**config.mk**
```make
export PLATFORM = sky130hd
export DESIGN_NAME = vector_sequencer
export DESIGN_NICKNAME = d
export VERILOG_FILES = /design/src/rtl/vector_sequencer_pkg.sv /design/src/rtl/vector_sequencer_dwell.sv /design/src/rtl/vector_sequencer.sv
export SDC_FILE = /design/constraint.sdc
export NUM_CORES = 1
export LEC_CHECK = 0
export ABC_AREA = 1
export BUFFER_PORTS_ARGS = -buffer_cell sky130_fd_sc_hd__buf_2
export CORE_ASPECT_RATIO = 0.6
export CORE_MARGIN = 4
export CORE_UTILIZATION = 50
export CTS_CLUSTER_DIAMETER = 50
export DETAILED_ROUTE_END_ITERATION = 6
export PLACE_DENSITY_LB_ADDON = 0.3
export SETUP_SLACK_MARGIN = 0.1
export SYNTH_ARGS = -nofsm -noshare
export SYNTH_HDL_FRONTEND = slang
export SYNTH_HIERARCHICAL = 1
export SYNTH_SLANG_ARGS = --single-unit
```
**constraint.sdc**
```tcl
create_clock -name clk -period 1.95 [get_ports clk]
set_input_delay 0.0975 -clock clk [delete_from_list [all_inputs] [get_ports clk]]
set_output_delay 0.0975 -clock clk [all_outputs]
set_load 0.01 [all_outputs]
```
**src/rtl/vector_sequencer_pkg.sv**
```systemverilog
`default_nettype none
// ============================================================================
// Module      : vector_sequencer_pkg
// Description : Shared definitions for the vector sequencer: FSM state
//               encoding, vector count and counter/index widths.
// Revision    : 1.0 - initial release
// ============================================================================
package vector_sequencer_pkg;

   typedef enum logic [1:0] {
      ST_IDLE = 2'd0,
      ST_RUN  = 2'd1,
      ST_DONE = 2'd2
   } seq_state_t;

   localparam int unsigned VEC_COUNT = 8;
   localparam int unsigned IDX_W     = 3;
   localparam int unsigned CNT_W     = 8;

   // Index of the final vector; reaching it ends the sweep instead of wrapping.
   localparam logic [IDX_W-1:0] LAST_IDX = IDX_W'(VEC_COUNT - 1);

endpackage : vector_sequencer_pkg
`default_nettype wire

```
**src/rtl/vector_sequencer_dwell.sv**
```systemverilog
`default_nettype none
// ============================================================================
// Module      : dwell_timer
// Description : 8-bit dwell counter. Counts while enabled and wraps to zero
//               on the cycle it reaches DWELL-1, flagging that cycle on tc.
// Ports       : clk    - system clock
//               rst_n  - asynchronous active-low reset
//               clear  - synchronous clear (priority over enable)
//               enable - count this cycle
//               tc     - terminal count, high while enable and count==DWELL-1
// Revision    : 1.0 - initial release
// ============================================================================
module dwell_timer
   import vector_sequencer_pkg::*;
#(
   parameter int unsigned DWELL = 10
) (
   input  logic clk,
   input  logic rst_n,
   input  logic clear,
   input  logic enable,
   output logic tc
);

   localparam logic [CNT_W-1:0] TC_VAL = CNT_W'(DWELL - 1);

   logic [CNT_W-1:0] count_q;
   logic [CNT_W-1:0] count_d;

   // tc depends only on the register and the (registered-state) enable.
   assign tc = enable && (count_q == TC_VAL);

   always_comb begin
      count_d = count_q;
      if (clear) begin
         count_d = '0;
      end else if (enable) begin
         if (count_q == TC_VAL) begin
            count_d = '0;
         end else begin
            count_d = count_q + 1'b1;
         end
      end
   end

   always_ff @(posedge clk or negedge rst_n) begin
      if (!rst_n) begin
         count_q <= '0;
      end else begin
         count_q <= count_d;
      end
   end

endmodule : dwell_timer
`default_nettype wire

```
**src/rtl/vector_sequencer.sv**
```systemverilog
`default_nettype none
// ============================================================================
// Module      : vector_sequencer
// Description : Sweeps a 3-bit stimulus {A,B,C} through 0..7, holding each
//               vector for DWELL cycles, and captures the two response bits
//               {D,E} of the downstream stage into result at the end of
//               each dwell.
// Ports       : clk    - system clock (rising edge)
//               rst_n  - asynchronous active-low reset
//               start  - sweep request, sampled only in IDLE
//               D, E   - response bits from the downstream stage
//               A,B,C  - stimulus vector (A = MSB)
//               busy   - sweep in progress
//               done   - one-cycle completion pulse
//               result - captured responses, {D,E} of vector i at [2i+1:2i]
// Revision    : 1.0 - initial release
// ============================================================================
module vector_sequencer
   import vector_sequencer_pkg::*;
#(
   parameter int unsigned DWELL = 10
) (
   input  logic        clk,
   input  logic        rst_n,
   input  logic        start,
   input  logic        D,
   input  logic        E,
   output logic        A,
   output logic        B,
   output logic        C,
   output logic        busy,
   output logic        done,
   output logic [15:0] result
);

   seq_state_t       state_q, state_d;
   logic [IDX_W-1:0] idx_q, idx_d;
   logic [15:0]      result_q, result_d;
   logic [2:0]       abc_q, abc_d;
   logic             busy_q, busy_d;
   logic             done_q, done_d;

   logic             tmr_clear;
   logic             tmr_enable;
   logic             tmr_tc;

   // Holding the counter clear outside RUN guarantees every sweep starts
   // from a zero dwell count.
   assign tmr_enable = (state_q == ST_RUN);
   assign tmr_clear  = (state_q != ST_RUN);

   dwell_timer #(
      .DWELL (DWELL)
   ) u_dwell_timer (
      .clk    (clk),
      .rst_n  (rst_n),
      .clear  (tmr_clear),
      .enable (tmr_enable),
      .tc     (tmr_tc)
   );

   // Next-state logic. Outputs are derived from the next state so that they
   // can be registered and still line up with the state register.
   always_comb begin
      state_d  = state_q;
      idx_d    = idx_q;
      result_d = result_q;

      case (state_q)
         ST_IDLE: begin
            if (start) begin
               state_d  = ST_RUN;
               idx_d    = '0;
               result_d = '0;
            end
         end

         ST_RUN: begin
            if (tmr_tc) begin
               result_d[{idx_q, 1'b0} +: 2] = {D, E};
               if (idx_q == LAST_IDX) begin
                  state_d = ST_DONE;
               end else begin
                  idx_d = idx_q + 1'b1;
               end
            end
         end

         ST_DONE: begin
            state_d = ST_IDLE;
         end

         default: begin
            state_d = ST_IDLE;
         end
      endcase

      abc_d  = (state_d == ST_RUN) ? idx_d : 3'b000;
      busy_d = (state_d == ST_RUN);
      done_d = (state_d == ST_DONE);
   end

   always_ff @(posedge clk or negedge rst_n) begin
      if (!rst_n) begin
         state_q  <= ST_IDLE;
         idx_q    <= '0;
         result_q <= '0;
         abc_q    <= '0;
         busy_q   <= 1'b0;
         done_q   <= 1'b0;
      end else begin
         state_q  <= state_d;
         idx_q    <= idx_d;
         result_q <= result_d;
         abc_q    <= abc_d;
         busy_q   <= busy_d;
         done_q   <= done_d;
      end
   end

   assign A      = abc_q[2];
   assign B      = abc_q[1];
   assign C      = abc_q[0];
   assign busy   = busy_q;
   assign done   = done_q;
   assign result = result_q;

endmodule : vector_sequencer
`default_nettype wire

```
==> summary.md <==
| Metric | Value |
|---|---|
| CP top delay family | `simple AND/OR/NAND/NOR gates` |
| Gate Count Post-Synth | `262` |
| Site Rows | `17` |
| Skew-Pair Late Insertion Delay | `280 ps` |
| Io pins | `26` |
| GRT Total Usage | `18.7%` |
| Post-DP HPWL | `3230 um` |
| Post-synth EDFFs | `0` |
| Mapped Nets | `276` |
| Crit-path most repeated cell | `inv_1` |
| Flops & latches, synth | `34` |
| FILL cells | `329` |
| First-pass GRT wire length | `7170 um` |
| CTS tree | `built` |
| Final Hold Vio Count | `0` |
| Hold endpoint | `result[1]` |
| Num Clock Sinks | `34` |
| Layout Skew | `7.50 ps` |
| Clk buf depth | `2` |
| Clock period minus worst slack | `1760 ps` |
| Clock Pin Slew Worst Setup and Hold Paths | `70 ps` |
| Layout cells sized above 1 | `21.6%` |
| Final period utilization | `90.3%` |
| Cell Pwr Density | `1110 nW/um2` |
| Post-synthesis cell area | `1950 um2` |
| Crit Path Class | `register to register` |
| Run status | `finished, final reports clean` |
| Setup TNS | `0 ps` |
| Mean Syn Cell Area | `7.46 um2` |
| Number of global-route vias before repair | `1482` |
| Yosys cell types | `27` |
| Die X | `88.7 um` |
| Post-DRT Antenna Nets | `0` |
| Worst min path class | `input port to register` |
| Asr flop ratio synth | `100%` |
| Pins Over Slew Limit | `0` |
| FF-to-FF setup slack | `190 ps` |
| LEAKAGE | `1.31 nW` |
| Hold_sp | `D` |
| Slew Limit Headroom | `49.3%` |
| Max-Cap Viols | `0` |
| Reg2reg path depth | `11` |
| Max VDD drop | `0.601 mV` |
| Top_reg_cell synth | `dfrtp_1` |
| Drt first pass iters | `5` |
| RR Endpoint | `result[6]` |
| WHS | `105 ps` |
| WL per Instance | `12.5 um` |
| CP startpoint kind | `register` |
| Seq/Total Area, Yosys | `43.5%` |
| Die area | `5010 um2` |
| Die Ht | `56.4 um` |
| Number of nets in the layout | `314` |
| WL final | `4360 um` |
| RSZ-0062 raised after global routing | `true` |
| CORE AREA | `3720 um2` |
| RD Place Congestion | `0.930` |
| Slowest CP cell | `dfrtp_1` |
| Hold depth | `3` |
| Vias per std cell | `4.96` |
| DRC Markers | `0` |
| CTS buffer count | `5` |
| Crit path DAT | `1930 ps` |
| Initial Utilization | `52.5%` |
| WP buf/inv | `3` |
| Max stage delay on crit path | `420 ps` |
| Required @ worst endpoint | `2120 ps` |
| Max Clk Rate | `568 MHz` |
| Area growth syn-to-layout | `17.2%` |
| Iter 0 DRT Violations | `140` |
| Via Count | `1727` |
| Worst r2r src | `u_dwell_timer/count_q[1]` |
| Util after Layout | `61.5%` |
| Synth warn | `6` |
| Critical Path End Type | `register` |
| Setup-failing EPs final | `0` |
| H-tree levels | `2` |
| Initial antenna violation count | `0` |
| Port Buffer Count | `25` |
| CP Cell Sequence | `inv_1 -> ha_1 -> nand3_1 -> nor2_1 -> nand2_2 -> inv_1 -> nand3_4 -> inv_1 -> nand3b_1 -> nand3_1 -> nand2_1` |
| Largest net degree at the start of global routing | `35` |
| Ant. Diodes | `0` |
| Grt ovf | `0` |
| Root cell of the clock tree | `clkbuf_8` |
| Worst-path fanout max | `6` |
| Worst-Margin Slew | `760 ps` |
==> final cells by class <==
type                    instances  area (um2)  share of cell area [%]
multi-input cells             193         976                    42.6
clock buffers                   7        86.3                    3.77
inverters                      34         133                    5.79
flip-flops and latches         34         851                    37.2
clock inverters                 1        5.00                   0.219
well taps                      47        58.8                    2.57
repair buffers                 32         180                    7.87
==> power breakdown <==
group          switching [mW]  internal, mW  total, mW
clock network           0.245         0.285      0.529
registers              0.0985         0.831      0.929
logic                   0.706         0.374       1.08
total                    1.05          1.49       2.54
==> Yosys cell counts, types with 3 or more instances <==
library cell | number | area (um2)
dfrtp_1 | 34 | 851
ha_1 | 9 | 113
inv_1 | 28 | 105
inv_2 | 5 | 18.8
nand2_1 | 97 | 364
nand2_4 | 3 | 33.8
nand3_1 | 22 | 110
nor2_1 | 32 | 120
nor2_2 | 5 | 31.3
o21ai_0 | 3 | 15.0
==> metal layers <==
metal / global-route usage, % / part of all wire (%)
met4: 5.17 / 0.71
met3: 8.21 / 10
met1: 30.0 / 54
met2: 21.5 / 35
met5: 0 / 0
==> layout by cell type (no fill, tap or decap), drive strengths merged <==
cell type      n
nand2        103
nor2          38
dfrtp         34
inv           34
buf           31
nand3         25
ha             9
clkbuf         7
o21ai          5
nor3           4
a21oi          2
o21bai         2
nand4          2
nand3b         1
clkinv         1
dlygate4sd3    1
xnor2          1
xor2           1
==> state kept, by name, indices dropped and copies added, names as in the netlist <==
name and flops:
u_dwell_timer/count_q 8, done 1, idx_q 3, result 16, busy 1, abc_q 3, state_q 2
==> worst register-to-register path, stage by stage (launching register included) <==
cell      delay (ps)
dfrtp_1          420
inv_1             70
ha_1             140
nand3_1           90
nor2_1           140
nand2_2           80
inv_1            130
nand3_4          130
inv_1            160
nand3b_1         130
nand3_1           90
nand2_1           60
==> cells by family (layout without fill, tap and decap cells) <==
family	after synthesis	count (layout)	synth area share [%]
simple gates	172	173	39.4
compound gates	9	9	2.75
buf+inv	36	74	7.62
fa+ha+maj	9	9	5.76
xor+xnor	2	2	0.896
flops	34	34	43.5
==> how the worst max path moves through the flow <==
stage,depth (start not counted),endpoint,from
final,11,result[6],u_dwell_timer/count_q[1]
after CTS,8,result[8],idx_q[1]
after floorplan,9,result[9],idx_q[0]
after detailed placement,8,result[8],idx_q[1]
after global routing,11,abc_q[0],u_dwell_timer/count_q[1]
after global placement,8,result[0],idx_q[1]
==> through the flow <==
stage | total power [mW] | setup slack [ps] | std cells | area [um2]
after floorplan | 1.67 | 172 | 262 | 1950
after global placement | 1.93 | 190 | 335 | 2140
after detailed placement | 1.95 | 131 | 335 | 2140
after CTS | 2.49 | 121 | 344 | 2250
after global routing | 2.73 | 65.3 | 348 | 2290
final | 2.54 | 190 | 348 | 2290
==> repair_timing <==
item,in CTS,in global routing
resized for setup,0,4
endpoints found under the setup margin,0,15
endpoints found under the hold margin,34,0
buffers inserted,0,3
hold buffers,1,0
Power figures use the tool's default switching activity.
